==> config.mk <==
export PLATFORM = sky130hd
export DESIGN_NAME = hub75_rx
export DESIGN_NICKNAME = d
export VERILOG_FILES = /design/src/rtl/hub75_rx_pkg.sv /design/src/rtl/hub75_rx_sync.sv /design/src/rtl/hub75_rx.sv
export SDC_FILE = /design/constraint.sdc
export NUM_CORES = 1
export LEC_CHECK = 0
export CAP_MARGIN = 20
export CORE_ASPECT_RATIO = 2
export CORE_MARGIN = 2
export CORE_UTILIZATION = 47
export CTS_CLUSTER_DIAMETER = 40
export DETAILED_ROUTE_END_ITERATION = 10
export GPL_TIMING_DRIVEN = 0
export HOLD_SLACK_MARGIN = 0.05
export SYNTH_ARGS = -nofsm -noshare
export SYNTH_HDL_FRONTEND = slang
export SYNTH_SLANG_ARGS = --single-unit
==> constraint.sdc <==
create_clock -name clk -period 27.1 [get_ports clk]
set_input_delay 4.065 -clock clk [delete_from_list [all_inputs] [get_ports clk]]
set_output_delay 4.065 -clock clk [all_outputs]
set_load 0.02 [all_outputs]
==> src/rtl/hub75_rx_pkg.sv <==
// Shared HUB75 receiver definitions: default geometry, pixel layout and the
// framebuffer write record.
package hub75_rx_pkg;

  localparam int unsigned DEF_COLS     = 64;
  localparam int unsigned DEF_ROW_BITS = 5;

  // Colour bit order on the wire is {B,G,R}
  typedef struct packed {
    logic b;
    logic g;
    logic r;
  } rgb_t;

  typedef struct packed {
    rgb_t rgb1;
    rgb_t rgb0;
  } pix_t;

  typedef struct packed {
    logic [DEF_ROW_BITS-1:0]      row;
    logic [$clog2(DEF_COLS)-1:0]  col;
    pix_t                         data;
  } fb_wr_t;

  typedef enum logic {
    WR_IDLE,
    WR_WRITE
  } wr_state_e;

endpackage

==> src/rtl/hub75_rx_sync.sv <==
// Multi-stage input synchroniser with rising-edge detect on the last two
// synchronised samples.
module hub75_rx_sync #(
  parameter int unsigned      WIDTH   = 1,
  parameter int unsigned      STAGES  = 2,
  parameter logic [WIDTH-1:0] RST_VAL = '0
) (
  input  logic             clk,
  input  logic             reset,
  input  logic [WIDTH-1:0] d_i,
  output logic [WIDTH-1:0] q_o,
  output logic [WIDTH-1:0] rise_o
);

  logic [WIDTH-1:0] stage_q [STAGES];
  logic [WIDTH-1:0] prev_q;

  always_ff @(posedge clk) begin
    if (reset) begin
      for (int unsigned i = 0; i < STAGES; i++) stage_q[i] <= RST_VAL;
      prev_q <= RST_VAL;
    end else begin
      stage_q[0] <= d_i;
      for (int unsigned i = 1; i < STAGES; i++) stage_q[i] <= stage_q[i-1];
      prev_q <= stage_q[STAGES-1];
    end
  end

  assign q_o    = stage_q[STAGES-1];
  assign rise_o = stage_q[STAGES-1] & ~prev_q;

endmodule

==> src/rtl/hub75_rx.sv <==
// HUB75 link receiver: rebuilds each shifted dual-chain line and replays it
// as one framebuffer write per clock after the latch.
module hub75_rx
  import hub75_rx_pkg::*;
#(
  parameter int unsigned COLS        = DEF_COLS,
  parameter int unsigned ROW_BITS    = DEF_ROW_BITS,
  parameter int unsigned SYNC_STAGES = 2
) (
  input  logic                              clk,
  input  logic                              reset,
  input  logic                              sclk,
  input  logic                              latch,
  input  logic                              blank,
  input  logic [ROW_BITS-1:0]               addry,
  input  logic [2:0]                        rgb0,
  input  logic [2:0]                        rgb1,
  output logic                              fb_we,
  output logic [ROW_BITS+$clog2(COLS)-1:0]  fb_addr,
  output logic [5:0]                        fb_data,
  output logic                              line_done,
  output logic                              frame_start,
  output logic                              err_overrun,
  output logic                              err_count,
  output logic                              blanked
);

  localparam int unsigned           CW       = $clog2(COLS);
  localparam int unsigned           MW       = ROW_BITS + 7;
  localparam logic [CW:0]           FULL     = (CW+1)'(COLS);
  localparam logic [CW-1:0]         LAST_COL = CW'(COLS - 1);
  localparam logic [ROW_BITS-1:0]   LAST_ROW = '1;

  logic [1:0]    ctrl_level_unused, ctrl_rise;
  logic [MW-1:0] mon_s, mon_rise_unused;
  logic          sclk_rise, latch_rise;
  logic [ROW_BITS-1:0] addr_s;
  pix_t          pix_s;

  hub75_rx_sync #(.WIDTH(2), .STAGES(SYNC_STAGES), .RST_VAL(2'b00)) u_sync_ctrl (
    .clk    (clk),
    .reset  (reset),
    .d_i    ({latch, sclk}),
    .q_o    (ctrl_level_unused),
    .rise_o (ctrl_rise)
  );

  // blank rides with the data bus; it only needs the same delay, not an edge
  hub75_rx_sync #(.WIDTH(MW), .STAGES(SYNC_STAGES), .RST_VAL({1'b1, {(MW-1){1'b0}}})) u_sync_data (
    .clk    (clk),
    .reset  (reset),
    .d_i    ({blank, addry, rgb1, rgb0}),
    .q_o    (mon_s),
    .rise_o (mon_rise_unused)
  );

  assign sclk_rise  = ctrl_rise[0];
  assign latch_rise = ctrl_rise[1];
  assign addr_s     = mon_s[MW-2:6];
  assign pix_s      = pix_t'(mon_s[5:0]);

  wr_state_e           state_q, state_d;
  logic [CW:0]         col_cnt_q, col_cnt_d;
  logic [CW-1:0]       wcol_q, wcol_d;
  logic [ROW_BITS-1:0] row_q, row_d;
  logic                row_valid_q, row_valid_d;
  logic                fs_pend_q, fs_pend_d;
  logic                done_pend_q, done_pend_d;
  pix_t                line_buf_q [COLS];
  pix_t                line_buf_d [COLS];
  pix_t                out_buf_q  [COLS];
  logic                accept;
  logic                fb_we_q, fb_we_d;
  logic [ROW_BITS+CW-1:0] fb_addr_q, fb_addr_d;
  logic [5:0]          fb_data_q, fb_data_d;
  logic                line_done_q, line_done_d;
  logic                frame_start_q, frame_start_d;
  logic                err_count_q, err_count_d;
  logic                err_overrun_q, err_overrun_d;

  // Shift is applied before the commit so a coincident pixel joins the latched line
  always_comb begin
    line_buf_d    = line_buf_q;
    col_cnt_d     = col_cnt_q;
    state_d       = state_q;
    wcol_d        = wcol_q;
    row_d         = row_q;
    row_valid_d   = row_valid_q;
    fs_pend_d     = fs_pend_q;
    done_pend_d   = 1'b0;
    accept        = 1'b0;
    err_count_d   = err_count_q;
    err_overrun_d = err_overrun_q;
    fb_we_d       = 1'b0;
    fb_addr_d     = fb_addr_q;
    fb_data_d     = fb_data_q;
    frame_start_d = 1'b0;
    line_done_d   = done_pend_q;

    if (sclk_rise) begin
      if (col_cnt_q < FULL) begin
        line_buf_d[col_cnt_q[CW-1:0]] = pix_s;
        col_cnt_d = col_cnt_q + 1'b1;
      end else begin
        err_count_d = 1'b1;
      end
    end

    if (latch_rise) begin
      if (state_q == WR_IDLE) begin
        accept      = 1'b1;
        if (col_cnt_d != FULL) err_count_d = 1'b1;
        row_d       = addr_s;
        row_valid_d = 1'b1;
        fs_pend_d   = (addr_s == '0) && row_valid_q && (row_q == LAST_ROW);
        wcol_d      = '0;
        state_d     = WR_WRITE;
      end else begin
        err_overrun_d = 1'b1;
      end
      col_cnt_d = '0;
    end

    if (state_q == WR_WRITE) begin
      fb_we_d       = 1'b1;
      fb_addr_d     = {row_q, wcol_q};
      fb_data_d     = out_buf_q[wcol_q];
      frame_start_d = fs_pend_q && (wcol_q == '0);
      wcol_d        = wcol_q + 1'b1;
      if (wcol_q == LAST_COL) begin
        state_d     = WR_IDLE;
        done_pend_d = 1'b1;
      end
    end
  end

  always_ff @(posedge clk) begin
    if (reset) begin
      state_q       <= WR_IDLE;
      col_cnt_q     <= '0;
      wcol_q        <= '0;
      row_q         <= '0;
      row_valid_q   <= 1'b0;
      fs_pend_q     <= 1'b0;
      done_pend_q   <= 1'b0;
      fb_we_q       <= 1'b0;
      fb_addr_q     <= '0;
      fb_data_q     <= '0;
      line_done_q   <= 1'b0;
      frame_start_q <= 1'b0;
      err_count_q   <= 1'b0;
      err_overrun_q <= 1'b0;
    end else begin
      state_q       <= state_d;
      col_cnt_q     <= col_cnt_d;
      wcol_q        <= wcol_d;
      row_q         <= row_d;
      row_valid_q   <= row_valid_d;
      fs_pend_q     <= fs_pend_d;
      done_pend_q   <= done_pend_d;
      fb_we_q       <= fb_we_d;
      fb_addr_q     <= fb_addr_d;
      fb_data_q     <= fb_data_d;
      line_done_q   <= line_done_d;
      frame_start_q <= frame_start_d;
      err_count_q   <= err_count_d;
      err_overrun_q <= err_overrun_d;
    end
  end

  always_ff @(posedge clk) begin
    line_buf_q <= line_buf_d;
    if (accept) out_buf_q <= line_buf_d;
  end

  assign fb_we       = fb_we_q;
  assign fb_addr     = fb_addr_q;
  assign fb_data     = fb_data_q;
  assign line_done   = line_done_q;
  assign frame_start = frame_start_q;
  assign err_overrun = err_overrun_q;
  assign err_count   = err_count_q;
  assign blanked     = mon_s[MW-1];

endmodule

# == Word level (Yosys, flattened, before mapping) ==
# Memory sizes are Yosys's and may differ from the RTL's.
# Index checks and enable logic that the tools add are counted.
# totals
input_bits,16
elab_cells,845
ram_bits,28
out_inout_bits,23
n_memories,2
regBits,814
# mem_list
name,words,width,read_ports,rd_clocked_by_memory_dff,write_ports,line,text
u_sync_data.stage_q,2,12,2,0,2,hub75_rx_sync.sv:15,logic [WIDTH-1:0] stage_q [STAGES];
u_sync_ctrl.stage_q,2,2,2,0,2,hub75_rx_sync.sv:15,
# op_classes
order_cmp,4
n_addsub,2
mux,31
n_reduce_logical,11
eq_ne,3
bitwise,9
# ops
operator,count
two-way mux 384 bit,2
bitwise mux 384 bit,1
binary-select mux 6 bit (select 6 bit),1
demux 6 bit (select 6 bit),1
two-way mux 6 bit,5
two-way mux 12 bit,2
two-way mux 1 bit,15
"greater-or-equal comparator 7 bit, second input constant",2
two-way mux 7 bit,2
inverter 6 -> 7 bit,2
"adder 7 x 1 -> 7 bit, second input constant",1
"< comparator 7 x 1 -> 1 bit, second input constant",1
"< comparator 7 bit, second input constant",1
"!= test 7 bit, second input constant",1
"adder 6 x 1 -> 6 bit, second input constant",1
"== test 6 bit, second input constant",1
zero test 6 bit,1
"== test 5 bit, second input constant",1
zero test 5 bit,1
logical AND 1 bit,4
two-way mux 2 bit,2
bitwise OR 1 bit,4
AND reduction 2 bit,2
OR reduction 2 bit,2
other kinds (4),4

# == Longest topological paths before layout ==
# Gate-level depths: netlist (run 1).
# logic_depth
word_depth,8
depth_mapped,10
mapped_depth_nobuf,6

# == Modules after synthesis ==
# A second synthesis (run 1) with hierarchy kept.
# unflattened
cells_unflattened,1935
area_unflattened_um2,30588.1
# by_module_without_submodules
module,seq_area_each_um2,area_per_inst_um2,n_inst,cells_each
hub75_rx,20099.3,29264.3,1,1820
hub75_rx_sync at u_sync_data,720.7,1138.6,1,99
hub75_rx_sync at u_sync_ctrl,120.1,185.2,1,16

# == Worst setup path after synthesis (run 1) ==
# Ideal clock, no wire load.
# synth_timing
path_kind,reg2reg
from,"memory u_sync_ctrl.stage_q[1][1], in the netlist u_sync_ctrl.stage_q[0][3]"
to,"register out_buf_q[0] in the netlist's numbering, enable pin"
slack_ns,18.080
n_path_buf,1
arrival_time_ns,8.285
period_less_slack_ns,9.020
setup_time_ns,0.735
path_stages_with_launch,5
t_required_ns,26.365
path_cell_list,dfxtp_1 nor2b_1 nand2_1 clkbuf_1 inv_1
# synth_lines
item,line,text
start: declaration,hub75_rx_sync.sv:15,
end signal: assignment,hub75_rx.sv:173,if (accept) out_buf_q <= line_buf_d;
end: declaration,hub75_rx.sv:71,pix_t out_buf_q [COLS];

# == Worst setup path after layout (run 1) ==
# layout_timing
from,"register fb_addr_q[5], in the netlist fb_addr[5]"
to,output port fb_addr[5]
# layout_lines
item,line,text
start: declaration,hub75_rx.sv:74,"logic [ROW_BITS+CW-1:0] fb_addr_q, fb_addr_d;"
start signal: assignment,hub75_rx.sv:162,fb_addr_q <= fb_addr_d;
end: declaration,hub75_rx.sv:19,"output logic [ROW_BITS+$clog2(COLS)-1:0] fb_addr,"
# No word-level cell between the ends.

==> results.cfg, run 1 <==
[place]
placed_cell_area_um2 = 31700
place_hpwl_mm = 55.0
gp_congestion = 0.917
portBuffers = 38

[routing]
drc = 0
wirelength_mm = 79.8
vias = 15993
drt_iter0_drc = 1125
routed_via_density = 5.66
wire_per_inst_um = 28.2
drtAntennaViolNets = 0
drt_first_pass_iters = 5

[finish]
drive_above_1_share_pct = 32.3
final_common_cell = dfxtp_1
layout_common_cells = dfxtp_1, mux2_2, edfxtp_1
syn2layout_area_growth_pct = 13.0
design_area_um2 = 34100
fin_nets = 1986
multi_input_area_um2 = 8920
fin_util_pct = 53.6
seqCellArea_um2 = 20700
fillers = 5209

[power_and_ir_drop]
power.density_nw_per_um2 = 72.7
ir_worst_vdd_v = 0.0000427
leakagePower_nw = 12.0

[clock_network]
root_buffer = clkbuf_16
cts-hold-fix-buffers = 0
h-tree-depth = 3
clock_latency_ps = 620
cts_setup_buffers = 0
cts_resized = 0
cts_made_buffers = 74
cts_buffer_depth = 3
cts.sinks = 842
clkTransAtPathRegs_ps = 70
cts_tree = built

[sta]
max_freq_mhz = 173
rsz0062_at_grt = false
finalHoldViolations = 0
drv_slew = 0
fin_crit_ps = 5790
worst_pin_slew_ps = 1180
min_period_over_period_pct = 21.4
fin_hold_ws_ps = 432
setup_violations = 0
slew-limit-headroom_pct = 21.0
clock_skew_ps = 26.7
setup_tns_ps = 0

[die]
core_region_area_um2 = 63600
rows = 131
fp.dieW_um = 183
start_util_pct = 47.5
pin_count = 39
chipHeight_um = 362
die_area_um2 = 66400

[yosys]
synth_cell_types = 68
ys_seq_area_share_pct = 68.6
netlist_area_um2 = 30200
synthArstFlopShare_pct = 0
synth_edf_count = 384
yosysWarningCount = 0
synth_seq_cells = 842
synth_ff_type = dfxtp_1
synth_cells = 1848
syn-num-nets = 1867
syn_area_per_cell_um2 = 16.3

[global_route]
grt_max_degree = 134
grt_overflow = 0
antenna_found_initial = 0
grt_pass1_vias = 17019
grt_pass1_wl_mm = 114
globalRouteTotalUtil_pct = 24.4

[hold_path]
hold_depth = 1
min_from = u_sync_data.stage_q[0][11]
holdCritPathClass = reg2reg
holdPathEnd = u_sync_data.stage_q[0][23]

[critical_path]
path_class = reg2out
rr_worst_depth = 9
cp-end-kind = primary output
cp_num_buf_inv = 1
crit_arrival_ps = 1730
crit_chain = clkdlybuf4s50_1
reg2reg_from = wcol_q[1]
r2r_setup_slack_ps = 23690
cp_slowest_cell = clkdlybuf4s50_1
startpoint_type = flop
r2r_end = fb_data[2]
worstPathRequired_ps = 23030
worst_path_largest_cell_delay_ps = 650
cp_top_family = buffers and inverters
worstPathMaxFanout = 2

[run]
max-cap-violations = 0

[status]
outcome = complete, no violations
[cells in the mapped netlist, types with 7 or more instances]
| master | number | share of area (%) |
|---|---|---|
| dfxtp_1 | 458 | 30 |
| mux2_2 | 397 | 15 |
| edfxtp_1 | 384 | 38 |
| nand2_1 | 89 | 1.1 |
| mux4_2 | 72 | 5.4 |
| clkbuf_1 | 55 | 0.68 |
| mux2i_1 | 52 | 1.7 |
| nor2_1 | 51 | 0.63 |
| nor2b_1 | 43 | 0.89 |
| a21oi_1 | 25 | 0.41 |
| buf_2 | 22 | 0.36 |
| nand3_1 | 15 | 0.25 |
| buf_4 | 12 | 0.30 |
| nor3_1 | 12 | 0.20 |
| a22oi_1 | 9 | 0.22 |
| buf_1 | 9 | 0.11 |
| buf_6 | 8 | 0.30 |
| nand4_1 | 8 | 0.17 |
| mux4_1 | 7 | 0.61 |
[cells by family after synthesis]
kind of cell	count (synthesis)	share of synthesized area, %
simple gates	273	4.84
compound gates	80	1.81
flops	842	68.6
xor+xnor	6	0.174
mux	530	22.6
buf+inv	114	1.90
fa+ha+maj	3	0.124
[state kept, by name, indices dropped and copies added (netlist names), 2 cells and up]
name and cells:
fb_addr 11, fb_data 6, row_q 5, u_sync_ctrl.stage_q 4
wcol_q 6, out_buf_q 384, u_sync_ctrl.prev_q 2, col_cnt_q 7
u_sync_data.stage_q 24, line_buf_q 384
[metal layers]
metal	part of all wire, %	wire length (um)	vias up	GRT usage (%)
met5	0	0	-	0
met4	5.2	4160	0	12.4
met3	4.2	3340	145	3.66
met2	55	44000	454	46.2
met1	35	28300	8278	25.7
li1	-	-	7116	-
[cell type report]
class / count / area share (%)
timing repair buffer: 43 / 1.48
buffer: 108 / 1.61
sequential: 842 / 60.7
tap: 798 / 2.93
clock buffer: 112 / 6.45
antenna: 1 / 0.00734
multi-input combinational: 892 / 26.2
inverter: 6 / 0.0954
clock inverter: 24 / 0.594
[worst max path at each step]
stage | startpoint | slack, ps | to | cells past startpoint
after global routing | fb_addr[5] | 21280 | fb_addr[5] | 1
after floorplan | u_sync_ctrl.stage_q[0][3] | 18080 | out_buf_q[0] | 4
after detailed placement | reset | 21400 | u_sync_ctrl.stage_q[0][2] | 3
after global placement | u_sync_ctrl.stage_q[0][3] | 14140 | out_buf_q[368] | 4
final | fb_addr[5] | 21310 | fb_addr[5] | 1
after CTS | fb_addr[2] | 21280 | fb_addr[2] | 1
[report_power, final]
| part | switching, mW | internal [mW] |
|---|---|---|
| sequential | 0.00823 | 1.35 |
| combinational | 0.0505 | 0.0259 |
| clock | 0.463 | 0.585 |
[per-stage QoR]
stage / cells / setup slack, ps / power (mW)
floorplan: 1848 / 18080 / 1.43
global placement: 2684 / 14140 / 1.47
detailed placement: 2689 / 21400 / 1.46
CTS: 2825 / 21280 / 2.50
global route: 2825 / 21280 / 2.55
finish: 2826 / 21310 / 2.48
No activity file was read; power rests on OpenSTA's default activity.
==> inputs of run 2 (changes only) <==
- clock period: 27.1 -> 4.9 ns (I/O delays scaled with it)
==> run 2 against run 1 <==
Net effect: clock power grew to 5.6 times the previous value; clock-buffer cell count is 21 lower; register-to-register slack worse by 22000 ps; worst setup slack worse by 20000 ps; routed wire length is 1.0% lower; power grew to 5.6 times the previous value; highest routed layer unchanged.
==> results.cfg, run 2 (synthesis results as in run 1) <==
[critical_path]
crit_chain = buf_6 -> buf_6 -> buf_6 -> buf_2 -> mux4_2 -> mux2i_1 -> nor2_1 -> nor3_1 -> o31ai_1
crit_arrival_ps = 3740
cp.depth = 9
cp_top_family = buffers and inverters
path_common_cell = buf_6
cp_slowest_cell = mux2i_1
startpoint_type = flop
rr_worst_depth = 9
worst_path_largest_cell_delay_ps = 530
cp_num_buf_inv = 4
path_class = reg2reg
cp-end-kind = flop
worstPathMaxFanout = 10
worstPathRequired_ps = 5380

[finish]
top_regs = line_buf_q: 384 flops, out_buf_q: 384 flops, u_sync_data.stage_q: 24 flops
fillers = 5180
fin_nets = 1994
design_area_um2 = 34300
syn2layout_area_growth_pct = 13.5
layoutNonFillerInstCount = 2832
final_common_cell = dfxtp_1
drive_above_1_share_pct = 33.2
fin_util_pct = 53.9
n_antenna_cell = 0
layout_common_cells = dfxtp_1, mux2_2, edfxtp_1

[sta]
fin_crit_ps = 3260
drv_slew = 0
rsz0062_at_grt = false
setup_slack_ps = 1640
clock_skew_ps = 19.8
min_period_over_period_pct = 66.5
finalHoldViolations = 0
max_freq_mhz = 307
setup_tns_ps = 0
fin_hold_ws_ps = 418
worst_pin_slew_ps = 1260
setup_violations = 0
slew-limit-headroom_pct = 16.3

[clock_network]
cts_setup_buffers = 0
root_buffer = clkbuf_16
clkTransAtPathRegs_ps = 70
h-tree-depth = 3
cts-hold-fix-buffers = 0
clock_latency_ps = 620
cts_buffer_depth = 3
cts_resized = 0
cts_tree = built
cts.sinks = 842
cts_made_buffers = 73

[place]
dp.cells = 2698
place_hpwl_mm = 55.9
placed_cell_area_um2 = 31800
place_ws_ps = 1620
gp_congestion = 0.899
portBuffers = 38

[global_route]
globalRouteTotalUtil_pct = 24.2
grt_max_degree = 44
grt_pass1_vias = 16724
antenna_found_initial = 0
grt_overflow = 0
grt_pass1_wl_mm = 113

[die]
start_util_pct = 47.5
die_area_um2 = 66400
rows = 131
chipHeight_um = 362
core_region_area_um2 = 63600
pin_count = 39
fp.dieW_um = 183

[status]
outcome = complete, no violations

[power_and_ir_drop]
ir_worst_vdd_v = 0.000255
finalPower_mw = 13.8
power.density_nw_per_um2 = 403
leakagePower_nw = 12.0

[routing]
vias = 16016
drc = 0
wirelength_mm = 79.0
wire_per_inst_um = 27.9
routed_via_density = 5.66
drtAntennaViolNets = 0
drt_iter0_drc = 1080
drt_first_pass_iters = 5

[hold_path]
hold_depth = 1
holdCritPathClass = reg2reg

[run]
max-cap-violations = 0
## run 2: area by class of cell
| type | count | area [um2] | share of cell area, % |
|---|---|---|---|
| Timing Repair Buffer | 52 | 629 | 1.84 |
| Clock inverter | 43 | 429 | 1.25 |
| Buffer | 108 | 559 | 1.63 |
| Tap cell | 798 | 998 | 2.91 |
| Multi-Input combinational cell | 892 | 8930 | 26.0 |
| Sequential cell | 842 | 20700 | 60.4 |
| Inverter | 6 | 28.8 | 0.0839 |
| Clock buffer | 91 | 2010 | 5.85 |
## run 2: routing by layer
metal / vias up / global-route usage, % / routed length [um]
li1: 7139 / - / -
met3: 145 / 3.24 / 3140
met2: 459 / 45.4 / 43100
met5: - / 0 / 0
met1: 8273 / 26.1 / 28300
met4: 0 / 12.7 / 4420
## run 2: where the power goes
part,total [mW],switching (mW),internal (mW)
registers,7.49,0.0443,7.45
clock network,5.87,2.56,3.31
logic,0.432,0.281,0.151
## run 2: final timing paths
| kind | start | endpoint | slack (ps) |
|---|---|---|---|
| setup / recovery | wcol_q[1] | fb_data[2] | 1640 |
| hold / removal | u_sync_data.stage_q[0][11] | u_sync_data.stage_q[0][23] | 420 |
| setup reg to reg | wcol_q[1] | fb_data[2] | 1640 |
| hold reg to reg | u_sync_data.stage_q[0][11] | u_sync_data.stage_q[0][23] | 420 |
==> inputs of run 3 (changes only) <==
- clock period: 4.9 -> 2.7 ns (I/O delays scaled with it)
==> run 3 against run 2 <==
Net effect: first-iteration DRC count decreased by 7.1%; clock power increased by 82%; register-to-register slack got worse by 1600 ps; fmax increased by 22%; sequential power increased by 82%; routed wire length increased by 0.48%; via count increased by 0.36%; combinational power increased by 87%; critical path depth unchanged; largest power group unchanged.
==> results.cfg, run 3 (synthesis results as in run 1) <==
[critical_path]
path_common_cell = buf_6
worst_path_largest_cell_delay_ps = 370
crit_chain = buf_6 -> buf_8 -> buf_4 -> buf_6 -> mux4_2 -> mux2i_4 -> o21bai_1 -> o2111ai_1 -> nand2_1
worstPathRequired_ps = 3210
worstPathMaxFanout = 10
path_class = reg2reg
cp_slowest_cell = mux4_2
crit_arrival_ps = 3180
cp-end-kind = flop
startpoint_type = flop

[finish]
multi_input_area_um2 = 9060
fillers = 5140
design_area_um2 = 34600
fin_util_pct = 54.4
n_antenna_cell = 0
drive_above_1_share_pct = 34.6
final_common_cell = dfxtp_1
fin_nets = 2007
layout_common_cells = dfxtp_1, mux2_2, edfxtp_1
seqCellArea_um2 = 20700
syn2layout_area_growth_pct = 14.6
top_regs = line_buf_q: 384 flops, out_buf_q: 384 flops, u_sync_data.stage_q: 24 flops

[clock_network]
cts-hold-fix-buffers = 0
cts.sinks = 842
root_buffer = clkbuf_16
cts_made_buffers = 73
cts_tree = built
clkTransAtPathRegs_ps = 70
cts_buffer_depth = 3
h-tree-depth = 3
clock_latency_ps = 620

[routing]
drt_iter0_drc = 1003
drc = 0
vias = 16074
wire_per_inst_um = 27.9
drtAntennaViolNets = 0
drt_first_pass_iters = 5
wirelength_mm = 79.4
routed_via_density = 5.65

[die]
core_region_area_um2 = 63600
die_area_um2 = 66400
pin_count = 39
start_util_pct = 47.5
rows = 131
chipHeight_um = 362
fp.dieW_um = 183

[sta]
max_freq_mhz = 374
setup_tns_ps = 0
setup_violations = 0
min_period_over_period_pct = 99.1
worst_pin_slew_ps = 1220
rsz0062_at_grt = false
finalHoldViolations = 0
clock_skew_ps = 23.2
fin_hold_ws_ps = 341
drv_slew = 0
fin_crit_ps = 2670
slew-limit-headroom_pct = 18.5

[global_route]
grt_max_degree = 44
grt_pass1_vias = 16759
antenna_found_initial = 0
globalRouteTotalUtil_pct = 24.3
grt_pass1_wl_mm = 114
grt_overflow = 0

[power_and_ir_drop]
leakagePower_nw = 12.1
ir_worst_vdd_v = 0.000462
power.density_nw_per_um2 = 725

[place]
gp_congestion = 0.899
placed_cell_area_um2 = 31800
place_hpwl_mm = 55.9
portBuffers = 38

[run]
max-cap-violations = 0

[hold_path]
holdCritPathClass = in2reg

[status]
outcome = complete, no violations
==> run 3: metrics by stage <==
step	setup WS [ps]	instances	total power, mW
2_1_floorplan	-4150	1848	14.3
3_3_place_gp	-7240	2684	14.7
3_5_place_dp	-583	2698	14.7
4_1_cts	-7.93	2839	25.3
5_1_grt	0.614	2845	25.8
6_report	25.4	2845	25.1
==> run 3: critical path: cells and delay by family, from the launching register on <==
kind	cells	cell delay, ps
DFF	1	350
muxes	2	650
and+or+nand+nor	1	70
buffers and inverters	4	1030
AOI/OAI and AO/OA	2	390
==> run 3: path summary, 6_finish.rpt <==
path                                                  from                          to  slack, ps  depth (start not counted)
worst max-delay path                             wcol_q[1]                  fb_data[0]         30                          9
worst min-delay path                              addry[1]   u_sync_data.stage_q[0][7]        340                          2
worst max register to register                   wcol_q[1]                  fb_data[0]         30                          9
worst min register to register  u_sync_data.stage_q[0][11]  u_sync_data.stage_q[0][23]        420                          1
==> run 3: power by group <==
| group | internal (mW) | switching, mW |
|---|---|---|
| logic | 0.287 | 0.522 |
| clock network | 6.00 | 4.67 |
| registers | 13.5 | 0.0806 |
| total | 19.8 | 5.28 |
==> run 3: routing by layer <==
layer	global-route usage, %	share of wire, %	vias up
li1	-	-	7165
met1	26.3	36	8324
met4	12.9	5.8	0
met3	3.16	3.9	144
met5	0	0	-
met2	45.6	55	441
==> run 3: cell type report <==
cell class	count	area share, %
flip-flops and latches	842	59.8
multi-input cells	892	26.2
clock buffers	91	5.80
well taps	798	2.89
repair buffers	64	2.19
plain buffers	108	1.77
clock inverters	43	1.24
inverters	6	0.0868
repair inverters	1	0.0145
==> run 3: what timing repair did <==
| item | 4_1_cts | 5_1_grt |
|---|---|---|
| gates resized for setup | 38 | 7 |
| setup buffers | 6 | 6 |
| hold endpoints to repair | 0 | 0 |
| endpoints found under the setup margin | 438 | 58 |
| pin swaps | 3 | 4 |
| gates cloned | 1 | 0 |
